===== src/rtl/bcd_scan_counter.sv =====
// ---------------------------------------------------------------------------
// bcd_scan_counter
//   N-digit BCD up/down counter with a programmable terminal value and a
//   multiplexed 7-segment scan driver. Everything runs on Clk; the count
//   and the display scan advance on prescaler ticks, not on derived clocks.
//
// Parameters
//   DIGITS     number of BCD digits (1..8)
//   COUNT_DIV  Clk cycles per count tick (>= 2)
//   SCAN_DIV   Clk cycles per display digit slot (>= 2)
//
// Ports
//   Clk        system clock, rising edge
//   Reset      synchronous, active-low reset
//   Enable     1 = count prescaler runs and counting is allowed
//   Up         1 = count up, 0 = count down (sampled on the tick cycle)
//   Wrap       1 = wrap at terminal, 0 = hold at terminal
//   Clear      synchronous clear of the count and the count prescaler
//   Limit      BCD terminal value; nibbles above 9 act as 9
//   Count      current BCD count
//   At_Limit   registered: count sits at the terminal for the direction
//   Rollover   one-cycle pulse on a wrap transition
//   Anode      active-low digit enables; bits >= DIGITS stay 1
//   Display    active-low segments {dp,g,f,e,d,c,b,a}; dp always 1
// ---------------------------------------------------------------------------
module bcd_scan_counter #(
   parameter int DIGITS    = 4,
   parameter int COUNT_DIV = 100000000,
   parameter int SCAN_DIV  = 100000
) (
   input  logic                Clk,
   input  logic                Reset,
   input  logic                Enable,
   input  logic                Up,
   input  logic                Wrap,
   input  logic                Clear,
   input  logic [4*DIGITS-1:0] Limit,
   output logic [4*DIGITS-1:0] Count,
   output logic                At_Limit,
   output logic                Rollover,
   output logic [7:0]          Anode,
   output logic [7:0]          Display
);

   localparam int CW  = 4 * DIGITS;
   localparam int CPW = $clog2(COUNT_DIV);
   localparam int SPW = $clog2(SCAN_DIV);
   localparam int IW  = (DIGITS > 1) ? $clog2(DIGITS) : 1;

   localparam logic [CPW-1:0] CNT_LAST  = CPW'(COUNT_DIV - 1);
   localparam logic [SPW-1:0] SCAN_LAST = SPW'(SCAN_DIV - 1);
   localparam logic [IW-1:0]  IDX_LAST  = IW'(DIGITS - 1);

   logic [CPW-1:0] r_cnt_pre;
   logic [SPW-1:0] r_scan_pre;
   logic [IW-1:0]  r_idx;
   logic [CW-1:0]  r_count;
   logic           r_rollover;
   logic           r_at_limit;
   logic [7:0]     r_anode;
   logic [7:0]     r_display;

   logic [CW-1:0]  w_lim_sat;
   logic           w_tick;
   logic           w_up_done;
   logic           w_dn_done;
   logic [3:0]     w_digit;
   logic [7:0]     w_anode;

   // Ripple a +1 through the digits: a 9 becomes 0 and passes the carry on.
   function automatic logic [CW-1:0] bcd_inc(input logic [CW-1:0] v);
      logic [CW-1:0] r;
      logic          carry;
      r     = v;
      carry = 1'b1;
      for (int i = 0; i < DIGITS; i++) begin
         if (carry) begin
            if (v[4*i +: 4] == 4'd9) begin
               r[4*i +: 4] = 4'd0;
            end else begin
               r[4*i +: 4] = v[4*i +: 4] + 4'd1;
               carry       = 1'b0;
            end
         end
      end
      return r;
   endfunction

   // Ripple a -1 through the digits: a 0 becomes 9 and passes the borrow on.
   function automatic logic [CW-1:0] bcd_dec(input logic [CW-1:0] v);
      logic [CW-1:0] r;
      logic          borrow;
      r      = v;
      borrow = 1'b1;
      for (int i = 0; i < DIGITS; i++) begin
         if (borrow) begin
            if (v[4*i +: 4] == 4'd0) begin
               r[4*i +: 4] = 4'd9;
            end else begin
               r[4*i +: 4] = v[4*i +: 4] - 4'd1;
               borrow      = 1'b0;
            end
         end
      end
      return r;
   endfunction

   function automatic logic [7:0] seg_decode(input logic [3:0] d);
      logic [7:0] s;
      case (d)
         4'd0:    s = 8'hC0;
         4'd1:    s = 8'hF9;
         4'd2:    s = 8'hA4;
         4'd3:    s = 8'hB0;
         4'd4:    s = 8'h99;
         4'd5:    s = 8'h92;
         4'd6:    s = 8'h82;
         4'd7:    s = 8'hF8;
         4'd8:    s = 8'h80;
         4'd9:    s = 8'h90;
         default: s = 8'hFF;
      endcase
      return s;
   endfunction

   // Terminal value with every out-of-range nibble forced to 9.
   // NOTE: every always_comb output gets a default first so no latch is inferred.
   always_comb begin
      w_lim_sat = Limit;
      for (int i = 0; i < DIGITS; i++) begin
         if (Limit[4*i +: 4] > 4'd9) w_lim_sat[4*i +: 4] = 4'd9;
      end
   end

   // Packed BCD compares in the same order as the numbers they encode.
   assign w_tick    = Enable && (r_cnt_pre == CNT_LAST);
   assign w_up_done = (r_count >= w_lim_sat);
   assign w_dn_done = (r_count == '0);

   // NOTE: sequential state uses non-blocking assignments so every register
   // samples pre-edge values regardless of block order.
   always_ff @(posedge Clk) begin
      if (!Reset) begin
         r_cnt_pre <= '0;
      end else if (Clear || w_tick) begin
         r_cnt_pre <= '0;
      end else if (Enable) begin
         r_cnt_pre <= r_cnt_pre + 1'b1;
      end
   end

   // Clear outranks the tick, so a coincident clear never pulses Rollover.
   always_ff @(posedge Clk) begin
      if (!Reset) begin
         r_count    <= '0;
         r_rollover <= 1'b0;
      end else begin
         r_rollover <= 1'b0;
         if (Clear) begin
            r_count <= '0;
         end else if (w_tick) begin
            if (Up) begin
               if (!w_up_done) begin
                  r_count <= bcd_inc(r_count);
               end else if (Wrap) begin
                  r_count    <= '0;
                  r_rollover <= 1'b1;
               end
            end else begin
               if (!w_dn_done) begin
                  r_count <= bcd_dec(r_count);
               end else if (Wrap) begin
                  r_count    <= w_lim_sat;
                  r_rollover <= 1'b1;
               end
            end
         end
      end
   end

   always_ff @(posedge Clk) begin
      if (!Reset) r_at_limit <= 1'b0;
      else        r_at_limit <= Up ? w_up_done : w_dn_done;
   end

   // Scan timing is free-running; Enable and Clear do not touch it.
   always_ff @(posedge Clk) begin
      if (!Reset) begin
         r_scan_pre <= '0;
         r_idx      <= '0;
      end else if (r_scan_pre == SCAN_LAST) begin
         r_scan_pre <= '0;
         r_idx      <= (r_idx == IDX_LAST) ? '0 : r_idx + 1'b1;
      end else begin
         r_scan_pre <= r_scan_pre + 1'b1;
      end
   end

   always_comb begin
      w_digit = 4'd0;
      w_anode = 8'hFF;
      for (int i = 0; i < 8; i++) begin
         if (i < DIGITS && r_idx == IW'(i)) begin
            w_anode[i] = 1'b0;
            w_digit    = r_count[4*i +: 4];
         end
      end
   end

   always_ff @(posedge Clk) begin
      if (!Reset) begin
         r_anode   <= 8'hFF;
         r_display <= 8'hFF;
      end else begin
         r_anode   <= w_anode;
         r_display <= seg_decode(w_digit);
      end
   end

   assign Count    = r_count;
   assign At_Limit = r_at_limit;
   assign Rollover = r_rollover;
   assign Anode    = r_anode;
   assign Display  = r_display;

endmodule


===== config.mk =====
export PLATFORM = sky130hd
export DESIGN_NAME = bcd_scan_counter
export DESIGN_NICKNAME = d
export VERILOG_FILES = /design/src/rtl/bcd_scan_counter.sv
export SDC_FILE = /design/constraint.sdc
export NUM_CORES = 1
export LEC_CHECK = 0
export ABC_AREA = 1
export ABC_CLOCK_PERIOD_IN_PS = 2800
export BUFFER_PORTS_ARGS = -buffer_cell sky130_fd_sc_hd__buf_2
export CAP_MARGIN = 20
export CORE_ASPECT_RATIO = 1.75
export CORE_MARGIN = 2
export CORE_UTILIZATION = 25
export CTS_BUF_LIST = sky130_fd_sc_hd__clkbuf_8
export CTS_CLUSTER_DIAMETER = 100
export CTS_CLUSTER_SIZE = 14
export DETAILED_ROUTE_END_ITERATION = 7
export PLACE_DENSITY = 0.51
export SLEW_MARGIN = 10
export SYNTH_ARGS = -nofsm -noshare
export SYNTH_HDL_FRONTEND = slang
export SYNTH_SLANG_ARGS = --single-unit

===== constraint.sdc =====
create_clock -name Clk -period 2.8 [get_ports Clk]
set_input_delay 0 -clock Clk [delete_from_list [all_inputs] [get_ports Clk]]
set_output_delay 0 -clock Clk [all_outputs]
set_load 0.01 [all_outputs]

==> flow_summary.toml <==
[run_status]
status = "finished, final reports clean"

[global_route]
vias_in_the_first_global_route = 4987
globalRoute.totalOverflow = 0
antenna_found_initial = 0
largest_net_degree_at_the_start_of_global_routing = 20
global_route.usage.total = 0.141
global_route_wire_length_before_repair_um = 24100

[synthesis]
postSynthAreaPerCell_um2 = 6.64
synthesis.area_um2 = 5000
yosys_warnings = 0
synth-seq-area-share = 0.300
syn_inst = 754
postSynthRegisterBits = 75
synth.distinct_cells = 44

[die]
design.core.area_um2 = 19700
rows = 68
die_width_um = 111
starting_density = 0.255
design.portCount = 56
die_area_um2 = 21200
die-height_um = 191

[routing]
route.antenna.remaining_nets = 0
drt_iter0_markers = 170
viasPerCell = 4.61
dr.pass1.iters = 4
route.vias.total = 4935
wire_per_inst_um = 13.8
postRouteWirelength_um = 14800
post-route-drc-count = 0

[sta]
rsz0062_at_grt = "no"
worst_slew_pin_slew_ps = 531
timing.final.hold_violations = 0
setup_violations = 0
max-slew-margin-rel = 0.642
timing.hold.ws_ps = 132
fin_skew_ps = 7.46
layout_worst_path_cycle_share = 0.895
max_freq_mhz = 399
drv_slew = 0
tns_ps = 0
post-route-min-period_ps = 2510

[cells_and_area]
final_net_count = 882
antenna-diode-count = 0
areaGrowthSynthToFinish_pct = 16.3
highest_count_cells_in_the_layout_ignoring_fill_and_taps = "sky130_fd_sc_hd__nand2_1 (155), sky130_fd_sc_hd__nor2_1 (119), sky130_fd_sc_hd__inv_1 (98), sky130_fd_sc_hd__dfxtp_1 (75), sky130_fd_sc_hd__o21ai_0 (61)"
final_common_cell = "sky130_fd_sc_hd__nand2_1"
final_layout_size_suffix_gt1_frac = 0.133

[critical_path]
timing.critical_path.fanout_max = 9
cp.required_ps = 3040
worst_endpoint_data_arrival_time_ps = 2750
worst_setup_path_end_kind = "flop"
worst-setup-path-type = "reg2reg"
critical_path.startpoint_type = "flop"

[placed_design]
place_congestion = 0.919
port-buffer-count = 50
dp_hpwl_um = 12100

[clock_tree]
cts_max_level = 3
cts_tree = "yes"
tritoncts.num_buffers = 9
cts_max_path_buffers = 2
clock-root-buffer = "sky130_fd_sc_hd__clkbuf_8"
cts.sink_count = 75
clock_insertion_delay_worst_skew_ps = 340
clk_transition_reported_paths_ps = 80
cts_resized = 0

[pwr]
cellLeakagePower_nw = 2.54
worst_ir_drop_on_vdd_mv = 0.254
power_density_nw_per_um2 = 363

[worst_hold_path]
min_path_type = "in2reg"

[job]
cap_violations = 0
[repair_timing]
action / in CTS / in global routing
hold buffers: 3 / 0
buffers inserted: 0 / 0
hold endpoints to repair: 8 / 0
[area by class of cell]
| class | instances | area (um2) |
|---|---|---|
| Fill cell | 2167 | 13800 |
| Multi-Input combinational cell | 563 | 3030 |
| Sequential cell | 75 | 1500 |
| Inverter | 106 | 398 |
| Timing Repair Buffer | 66 | 378 |
| Tap cell | 245 | 307 |
| Clock buffer | 11 | 151 |
| Clock inverter | 5 | 52.6 |
[cell usage after synthesis]
cell type | instances | area, um2
sky130_fd_sc_hd__nor4_4 | 1 | 21.3
sky130_fd_sc_hd__inv_2 | 9 | 33.8
sky130_fd_sc_hd__or2_2 | 2 | 12.5
sky130_fd_sc_hd__nor4_1 | 4 | 25.0
sky130_fd_sc_hd__ha_1 | 39 | 488
sky130_fd_sc_hd__nor2_2 | 4 | 25.0
sky130_fd_sc_hd__nor2_1 | 119 | 447
sky130_fd_sc_hd__nand4_4 | 1 | 21.3
sky130_fd_sc_hd__xnor2_1 | 8 | 70.1
sky130_fd_sc_hd__a31oi_1 | 1 | 6.26
sky130_fd_sc_hd__nand4_1 | 15 | 93.8
sky130_fd_sc_hd__buf_6 | 1 | 11.3
sky130_fd_sc_hd__inv_1 | 97 | 364
sky130_fd_sc_hd__o21a_1 | 1 | 7.51
sky130_fd_sc_hd__nand2_2 | 4 | 25.0
sky130_fd_sc_hd__o221ai_1 | 2 | 17.5
sky130_fd_sc_hd__o22ai_1 | 1 | 6.26
sky130_fd_sc_hd__nand3b_1 | 3 | 22.5
sky130_fd_sc_hd__a31o_2 | 1 | 8.76
sky130_fd_sc_hd__a22oi_1 | 1 | 7.51
sky130_fd_sc_hd__o21ai_0 | 61 | 305
sky130_fd_sc_hd__a21oi_2 | 1 | 8.76
sky130_fd_sc_hd__clkbuf_2 | 1 | 5.00
sky130_fd_sc_hd__xor2_1 | 16 | 140
sky130_fd_sc_hd__buf_4 | 6 | 45.0
sky130_fd_sc_hd__clkbuf_1 | 1 | 3.75
sky130_fd_sc_hd__nor2_4 | 2 | 22.5
sky130_fd_sc_hd__nor2_8 | 1 | 20.0
sky130_fd_sc_hd__a21oi_1 | 33 | 165
sky130_fd_sc_hd__nand3_4 | 1 | 17.5
sky130_fd_sc_hd__o21ai_1 | 7 | 35.0
sky130_fd_sc_hd__o21ai_2 | 2 | 17.5
sky130_fd_sc_hd__buf_2 | 4 | 20.0
sky130_fd_sc_hd__dfxtp_1 | 75 | 1500
sky130_fd_sc_hd__nand2_4 | 2 | 22.5
sky130_fd_sc_hd__nor3_1 | 15 | 75.1
sky130_fd_sc_hd__nand3_1 | 48 | 240
sky130_fd_sc_hd__buf_1 | 1 | 3.75
sky130_fd_sc_hd__and3_1 | 1 | 6.26
sky130_fd_sc_hd__conb_1 | 1 | 3.75
sky130_fd_sc_hd__nand2_1 | 155 | 582
sky130_fd_sc_hd__o211ai_1 | 3 | 22.5
sky130_fd_sc_hd__a211oi_1 | 2 | 15.0
sky130_fd_sc_hd__nor3b_2 | 1 | 12.5
[flip-flops by register name, summed over array words and instances (netlist names)]
register / cells
At_Limit: 1
Anode: 4
r_scan_pre: 17
r_cnt_pre: 27
Rollover: 1
Count: 16
Display: 7
r_idx: 2
[metrics by stage]
step / cells / total power, mW / util / worst slack (ps) / area, um2
finish: 1071 / 2.11 / 0.296 / 295 / 5820
global placement: 1052 / 1.27 / 0.284 / 195 / 5590
detailed placement: 1052 / 1.27 / 0.284 / 236 / 5590
floorplan: 758 / 1.21 / - / 769 / 5020
CTS: 1071 / 2.14 / 0.296 / 222 / 5820
global route: 1071 / 2.21 / 0.296 / 26.1 / 5820
[worst max-delay path, cell delays in order (launching register included)]
cell and delay, ps:
sky130_fd_sc_hd__dfxtp_1 490, sky130_fd_sc_hd__inv_1 180, sky130_fd_sc_hd__ha_1 330, sky130_fd_sc_hd__nand4_1 100, sky130_fd_sc_hd__nor2_1 40, sky130_fd_sc_hd__nor2_1 70
sky130_fd_sc_hd__nand2_1 70, sky130_fd_sc_hd__nand2_1 310, sky130_fd_sc_hd__nand3_1 270, sky130_fd_sc_hd__nand2_1 180, sky130_fd_sc_hd__inv_2 60, sky130_fd_sc_hd__nand3_1 110
sky130_fd_sc_hd__nand2_1 70, sky130_fd_sc_hd__nand2_1 60, sky130_fd_sc_hd__nor2_1 50
[worst paths after layout]
path	start	to	slack, ps	depth (start not counted)
worst max register to register	Count[0]$_SDFFE_PP0P_	Count[4]$_SDFFE_PP0P_	290	14
worst max-delay path	Count[0]$_SDFFE_PP0P_	Count[4]$_SDFFE_PP0P_	290	14
worst min register to register	r_scan_pre[0]$_SDFF_PP0_	r_scan_pre[0]$_SDFF_PP0_	470	1
worst min-delay path	Clear	Count[7]$_SDFFE_PP0P_	130	5
[cells by family after synthesis]
group,after synthesis,synth area share
buffers and inverters,120,0.0972
other,1,0.000749
AO/OA/AOI/OAI,116,0.125
XOR/XNOR,24,0.0420
adder cells (fa/ha/maj),39,0.0975
flip-flops,75,0.300
AND/OR/NAND/NOR,379,0.338
[per-layer routing]
layer / routed length [um] / GRT usage / vias up
met5: 0 / 0 / -
met3: 312 / 0.0143 / 44
li1: - / - / 2553
met1: 5330 / 0.132 / 2237
met2: 8440 / 0.294 / 101
met4: 672 / 0.0745 / 0
[where the power goes]
part           total [mW]  switching [mW]  internal, mW
clock               0.864           0.408         0.456
combinational       0.164           0.106        0.0578
sequential           1.08         0.00588          1.08
total                2.11           0.520          1.59
Power figures use the tool's default switching activity.
